[src/rtl/pam_pkg.sv]
// Shared encodings for the parametrised adding machine.
// Mode and FSM state values used by the top and the ALU.
package pam_pkg;

    typedef enum logic [1:0] {
        MODE_ADD = 2'b00,
        MODE_SUB = 2'b01,
        MODE_XOR = 2'b10,
        MODE_MAX = 2'b11
    } mode_e;

    typedef enum logic [1:0] {
        S_IDLE  = 2'd0,
        S_RUN   = 2'd1,
        S_DRAIN = 2'd2
    } state_e;

endpackage

[src/rtl/pam_alu.sv]
// Combinational accumulate step f(acc, d, mode) with signed overflow flag.
// SATURATE_EN: ADD/SUB clamp to signed max/min on overflow.
module pam_alu
    import pam_pkg::*;
#(
    parameter int WIDTH = 32
) (
    input  logic [WIDTH-1:0] acc,
    input  logic [WIDTH-1:0] d,
    input  mode_e            mode,
    output logic [WIDTH-1:0] res,
    output logic             ovf
);

    localparam logic [WIDTH-1:0] SMAX = {1'b0, {(WIDTH-1){1'b1}}};
    localparam logic [WIDTH-1:0] SMIN = {1'b1, {(WIDTH-1){1'b0}}};

    logic [WIDTH-1:0] sum;
    logic [WIDTH-1:0] dif;
    logic             add_ov;
    logic             sub_ov;

    assign sum = acc + d;
    assign dif = acc - d;

    // Overflow iff the result sign disagrees with what the operand signs allow.
    assign add_ov = (acc[WIDTH-1] == d[WIDTH-1]) &&
                    (sum[WIDTH-1] != acc[WIDTH-1]);
    assign sub_ov = (acc[WIDTH-1] != d[WIDTH-1]) &&
                    (dif[WIDTH-1] != acc[WIDTH-1]);

    always_comb begin
        res = acc;
        ovf = 1'b0;
        unique case (mode)
            MODE_ADD: begin
                res = sum;
                ovf = add_ov;
            end
            MODE_SUB: begin
                res = dif;
                ovf = sub_ov;
            end
            MODE_XOR: res = acc ^ d;
            MODE_MAX: res = ($signed(d) > $signed(acc)) ? d : acc;
            default:  res = acc;
        endcase
`ifdef SATURATE_EN
        // Overflow direction always follows the sign of acc.
        if (ovf) res = acc[WIDTH-1] ? SMIN : SMAX;
`else
        res = res;
`endif
    end

endmodule

[src/rtl/param_adding_machine.sv]
// Accumulates COUNT memory words from BASE through a PIPE-deep fetch pipe.
// SATURATE_EN (in pam_alu) selects clamping ADD/SUB instead of wrapping.
module param_adding_machine
    import pam_pkg::*;
#(
    parameter int WIDTH  = 32,
    parameter int ADDR_W = 30,
    parameter int PIPE   = 1
) (
    input  logic              clk,
    input  logic              reset,
    input  logic              start,
    input  logic [ADDR_W-1:0] base,
    input  logic [ADDR_W-1:0] count,
    input  logic [1:0]        mode,
    output logic [ADDR_W-1:0] mem_addr,
    input  logic [WIDTH-1:0]  mem_data,
    output logic [WIDTH-1:0]  out,
    output logic              busy,
    output logic              done,
    output logic              ovf
);

    localparam logic [PIPE-1:0] LAST_ONLY = PIPE'(1) << (PIPE - 1);

    state_e            state_q, state_d;
    logic [ADDR_W-1:0] addr_q, addr_d;
    logic [ADDR_W-1:0] rem_q, rem_d;
    mode_e             mode_q, mode_d;
    logic [WIDTH-1:0]  acc_q, acc_d;
    logic              ovf_q, ovf_d;
    logic              done_q, done_d;
    logic [PIPE-1:0]   vld_q, vld_d;
    logic [WIDTH-1:0]  pdat_q [PIPE];
    logic [WIDTH-1:0]  pdat_d [PIPE];

    logic              accept;
    logic              issue;
    logic              drained;
    logic [WIDTH-1:0]  alu_res;
    logic              alu_ovf;

    assign accept = (state_q == S_IDLE) && start;

    always_ff @(posedge clk or negedge reset) begin
        if (!reset) state_q <= S_IDLE;
        else        state_q <= state_d;
    end

    always_comb begin
        state_d = state_q;
        unique case (state_q)
            S_IDLE:  if (start && count != '0) state_d = S_RUN;
            S_RUN:   if (rem_q == ADDR_W'(1)) state_d = S_DRAIN;
            S_DRAIN: if (drained) state_d = S_IDLE;
            default: state_d = S_IDLE;
        endcase
    end

    // Tokens are contiguous in DRAIN, so only the last stage holding
    // one means the final word is being accumulated this cycle.
    always_comb begin
        busy    = (state_q != S_IDLE);
        issue   = (state_q == S_RUN);
        drained = (state_q == S_DRAIN) && (vld_q == LAST_ONLY);
        done_d  = (accept && count == '0) || drained;
    end

    always_comb begin
        vld_d[0]  = issue;
        pdat_d[0] = issue ? mem_data : pdat_q[0];
        for (int i = 1; i < PIPE; i++) begin
            vld_d[i]  = vld_q[i-1];
            pdat_d[i] = pdat_q[i-1];
        end
    end

    always_comb begin
        addr_d = addr_q;
        rem_d  = rem_q;
        mode_d = mode_q;
        acc_d  = acc_q;
        ovf_d  = ovf_q;
        if (issue) begin
            rem_d = rem_q - ADDR_W'(1);
            if (rem_q != ADDR_W'(1)) addr_d = addr_q + ADDR_W'(1);
        end
        if (vld_q[PIPE-1]) begin
            acc_d = alu_res;
            ovf_d = ovf_q | alu_ovf;
        end
        if (accept) begin
            mode_d = mode_e'(mode);
            rem_d  = count;
            acc_d  = '0;
            ovf_d  = 1'b0;
            if (count != '0) addr_d = base;
        end
    end

    always_ff @(posedge clk or negedge reset) begin
        if (!reset) begin
            addr_q <= '0;
            rem_q  <= '0;
            mode_q <= MODE_ADD;
            acc_q  <= '0;
            ovf_q  <= 1'b0;
            done_q <= 1'b0;
            vld_q  <= '0;
            for (int i = 0; i < PIPE; i++) pdat_q[i] <= '0;
        end else begin
            addr_q <= addr_d;
            rem_q  <= rem_d;
            mode_q <= mode_d;
            acc_q  <= acc_d;
            ovf_q  <= ovf_d;
            done_q <= done_d;
            vld_q  <= vld_d;
            for (int i = 0; i < PIPE; i++) pdat_q[i] <= pdat_d[i];
        end
    end

    pam_alu #(
        .WIDTH(WIDTH)
    ) u_alu (
        .acc (acc_q),
        .d   (pdat_q[PIPE-1]),
        .mode(mode_q),
        .res (alu_res),
        .ovf (alu_ovf)
    );

    assign mem_addr = addr_q;
    assign out      = acc_q;
    assign done     = done_q;
    assign ovf      = ovf_q;

endmodule

[config.mk]
export PLATFORM = sky130hd
export DESIGN_NAME = param_adding_machine
export DESIGN_NICKNAME = d
export VERILOG_FILES = /design/src/rtl/pam_pkg.sv /design/src/rtl/pam_alu.sv /design/src/rtl/param_adding_machine.sv
export SDC_FILE = /design/constraint.sdc
export NUM_CORES = 1
export LEC_CHECK = 0
export BUFFER_PORTS_ARGS = -buffer_cell sky130_fd_sc_hd__buf_2
export CORE_AREA = 4 4 164 166
export CTS_CLUSTER_SIZE = 40
export DETAILED_ROUTE_END_ITERATION = 8
export DIE_AREA = 0 0 168 170
export MAX_ROUTING_LAYER = met4
export PLACE_DENSITY_LB_ADDON = 0.2
export RECOVER_POWER = 100
export SYNTH_ARGS = -nofsm -noshare
export SYNTH_HDL_FRONTEND = slang
export SYNTH_SLANG_ARGS = --single-unit
[constraint.sdc]
create_clock -name clk -period 6.6 [get_ports clk]
set_input_delay 0.66 -clock clk [delete_from_list [all_inputs] [get_ports clk]]
set_output_delay 0.66 -clock clk [all_outputs]
set_load 0.02 [all_outputs]
==> run_results.csv <==
group,metric,value,unit
run_status,status,"finished, violations left",
run_status,violations,"capacitance limit, slew limit",
placement,postPlaceCellArea,12300,um2
detailed_routing,wl,36060,um
worst_setup_path,crit_path_max_fanout,20,
floorplanning,die_w,168,um
floorplanning,ios,162,
floorplanning,die_h,170,um
sta,tightest_slew,3.734,ns
floorplanning,dieArea,28560,um2
power_and_ir_drop,ir_drop,0.1743,mV
placement,io_buffer_count,161,
worst_setup_path,path_class,"reg -> reg",
worst_setup_path,end_kind,"flip-flop",
clock_network,path_clk_slew,0.07,ns
worst_setup_path,cp.arrival,5.00,ns
global_routing,grt_use_total,25.40,%
clock_network,cts_tree,"yes",
synth,yosys.area.top_type_share,28.92,%
sta,max_slew_margin,-149.0,%
global_routing,antenna_found_initial,5,
detailed_routing,ant_nets,0,
sta,tns,0,ns
worst_setup_path,r2r-end,"out[5]$_DFFE_PN0P_",
clock_network,clkSinkCount,131,
worst_setup_path,crit_path_start_kind,"flip-flop",
detailed_routing,dr.pass1.iters,7,
global_routing,grt_max_degree,74,
flow_run,drv_cap,4,
synth,postSynthCellCount,1457,
sta,hold_ws,0.4201,ns
clock_network,clockRootBuffer,"clkbuf_16",
detailed_routing,via_per_inst,5.917,
synth,netlist_area,11340,um2
sta,fmaxAchievable,210.9,MHz
sta,hold_violations,0,
global_routing,grt_pass1_wl,57880,um
final_layout,fin_area,12770,um2
synth,async_flop_share,100.0,%
synth,synth_cell_types,93,
power_and_ir_drop,p_per_area,372.8,nW/um2
synth,synth_area_leader_cell,"dfrtp_1",
detailed_routing,drc,0,
worst_setup_path,reg2regPathDepth,11,
synth,synth_seq_cells,131,
worst_hold_path,min_path_type,"in -> reg",
power_and_ir_drop,p_leak,5.471,nW
clock_network,clk-insertion-delay-late,0.44,ns
synth,seq_area_frac_synth,28.92,%
floorplanning,core_area,25620,um2
power_and_ir_drop,total_power,4.759,mW
worst_hold_path,hold_end,"pdat_q[31]$_DFFE_PN0P_",
sta,finalCritPeriodShare,71.84,%
final_layout,nFillCells,2592,
floorplanning,initial_utilization,44.26,%
clock_network,cts_hold_buf,0,
worst_setup_path,required,6.86,ns
final_layout,fin_nets,1757,
global_routing,grt_pass1_vias,10650,
detailed_routing,dr.first_iter.drc_count,981,
sta,rsz0062_at_grt,"false",
clock_network,ctsResizeCount,0,
worst_hold_path,hold_depth,3,
worst_setup_path,reg2reg_slack,1.86,ns
synth,ys.warnings.count,0,
sta,layout_min_cycle_time,4.742,ns
placement,dp_hpwl,25900,um
synth,syn_nets,1653,
clock_network,clockBufferDepth,2,
clock_network,htree_levels,4,
sta,clock_skew,0.01639,ns
final_layout,drive_gt1_share,10.48,%
synth,synth-main-ff-cell,"dfrtp_1",
worst_hold_path,hp-start,"mem_data[31]",
detailed_routing,vias,11330,
synth,synth.avg_cell_area,7.781,um2
clock_network,cts_inserted_buffers,17,
global_routing,overflow,0,
final_layout,syn2layout_area_growth,12.60,%
synth,synth_area_leaders,"dfrtp_1, ha_1, a21oi_1",
placement,place.gp.congestion,0.9687,
worst_setup_path,reg2reg_from,"out[22]$_DFFE_PN0P_",
detailed_routing,wl_per_cell,18.84,um
sta,finalMaxSlewViolations,234,
clock_network,postCtsSetupBuffers,0,
sta,setup_violations,0,
synth,synth_edf_count,0,
floorplanning,rows,59,
## area by class of cell
class | count | area, um2 | share of cell area [%]
Multi-Input combinational cell | 1134 | 7241 | 56.72
Sequential cell | 131 | 3279 | 25.69
Timing Repair Buffer | 173 | 794.5 | 6.224
Clock buffer | 17 | 425.4 | 3.332
Tap cell | 335 | 419.2 | 3.283
Inverter | 104 | 390.4 | 3.058
Clock inverter | 15 | 203.9 | 1.598
Antenna cell | 5 | 12.51 | 0.09801
## flip-flops by register name, summed over array words and instances, names as in the netlist
signal	count
out	32
pdat_q	32
mem_addr	30
rem_q	30
mode_q	2
state_q	2
done	1
ovf	1
vld_q	1
## worst max-delay path, stage by stage (launching register included)
cell and delay (ns):
dfrtp_1 0.45, inv_1 0.07, ha_1 0.43, inv_1 0.30, o21bai_1 0.12, a21oi_1 0.28, o32ai_1 0.14, a311oi_1 0.32
a21oi_1 0.23, nor3_1 1.09, clkbuf_1 0.89, o21ai_0 0.24
## stage by stage
stage / cells / util, % / worst slack, ns
after CTS: 1909 / 50.47 / 2.711
after global routing: 1914 / 49.84 / 1.513
after global placement: 1877 / 48.01 / 2.892
after detailed placement: 1877 / 48.01 / 2.764
after floorplan: 1457 / - / 3.546
final: 1914 / 49.84 / 1.858
## per-layer routing
layer  wire length [um]  vias up  track usage, %
li1                   -     5484               -
met1              16790     5352           35.59
met2              16230      447           38.71
met3               2526       43           4.135
met4                516        0           6.069
met5                  0        -               -
## Yosys cell counts (18+ instances only)
cell and instances:
a21oi_1 134, clkbuf_1 62, dfrtp_1 131, ha_1 97, inv_1 102, nand2_1 167, nand3_1 44, nand4_1 25
nor2_1 142, nor3_1 34, nor4_1 22, o211ai_1 36, o21ai_0 106, o21bai_1 18, xor2_1 22
## worst max path at each step
stage,startpoint,endpoint,slack (ns),depth (start not counted)
global placement,out[26]$_DFFE_PN0P_,out[22]$_DFFE_PN0P_,2.89,10
CTS,out[26]$_DFFE_PN0P_,out[22]$_DFFE_PN0P_,2.71,10
finish,out[22]$_DFFE_PN0P_,out[5]$_DFFE_PN0P_,1.86,11
global route,state_q[1]$_DFFE_PN0P_,rem_q[28]$_DFFE_PN0P_,1.51,7
detailed placement,out[26]$_DFFE_PN0P_,out[22]$_DFFE_PN0P_,2.76,10
floorplan,out[0]$_DFFE_PN0P_,out[30]$_DFFE_PN0P_,3.55,12
## cells in the final DEF (no fill, tap or decap), types with 10 or more instances in the layout
cell	count
nand4_1	26
o21ai_0	106
a31oi_1	15
ha_1	97
o311ai_0	13
nor3_1	35
a32o_1	10
xor2_1	22
clkbuf_1	71
xnor2_1	16
buf_2	95
o211ai_1	36
clkbuf_16	17
a21oi_1	134
a211oi_1	16
nor4_1	22
o21bai_1	18
dfrtp_1	130
nor2b_1	11
o31ai_1	13
o21a_1	13
nand2_1	167
or3_1	10
nand3_1	44
nor2_1	143
nand2b_1	13
inv_1	101
## power by group
group	switching (mW)	internal, mW	leakage, nW
clock	0.455	0.584	0.310
sequential	0.157	0.915	1.44
combinational	1.76	0.892	3.72
total	2.37	2.39	5.47
## cells by family (layout without fill, tap and decap cells)
family / after synthesis / count (layout) / share of synthesized area [%]
flip-flops: 131 / 131 / 28.92
other: 0 / 5 / 0
adder cells (fa/ha/maj): 99 / 99 / 11.06
multiplexers: 15 / 15 / 1.501
buffers and inverters: 192 / 309 / 6.798
AND/OR/NAND/NOR: 517 / 517 / 21.97
XOR/XNOR: 38 / 38 / 2.936
AO/OA/AOI/OAI: 465 / 465 / 26.82
No activity file was read; power rests on OpenSTA's default activity.
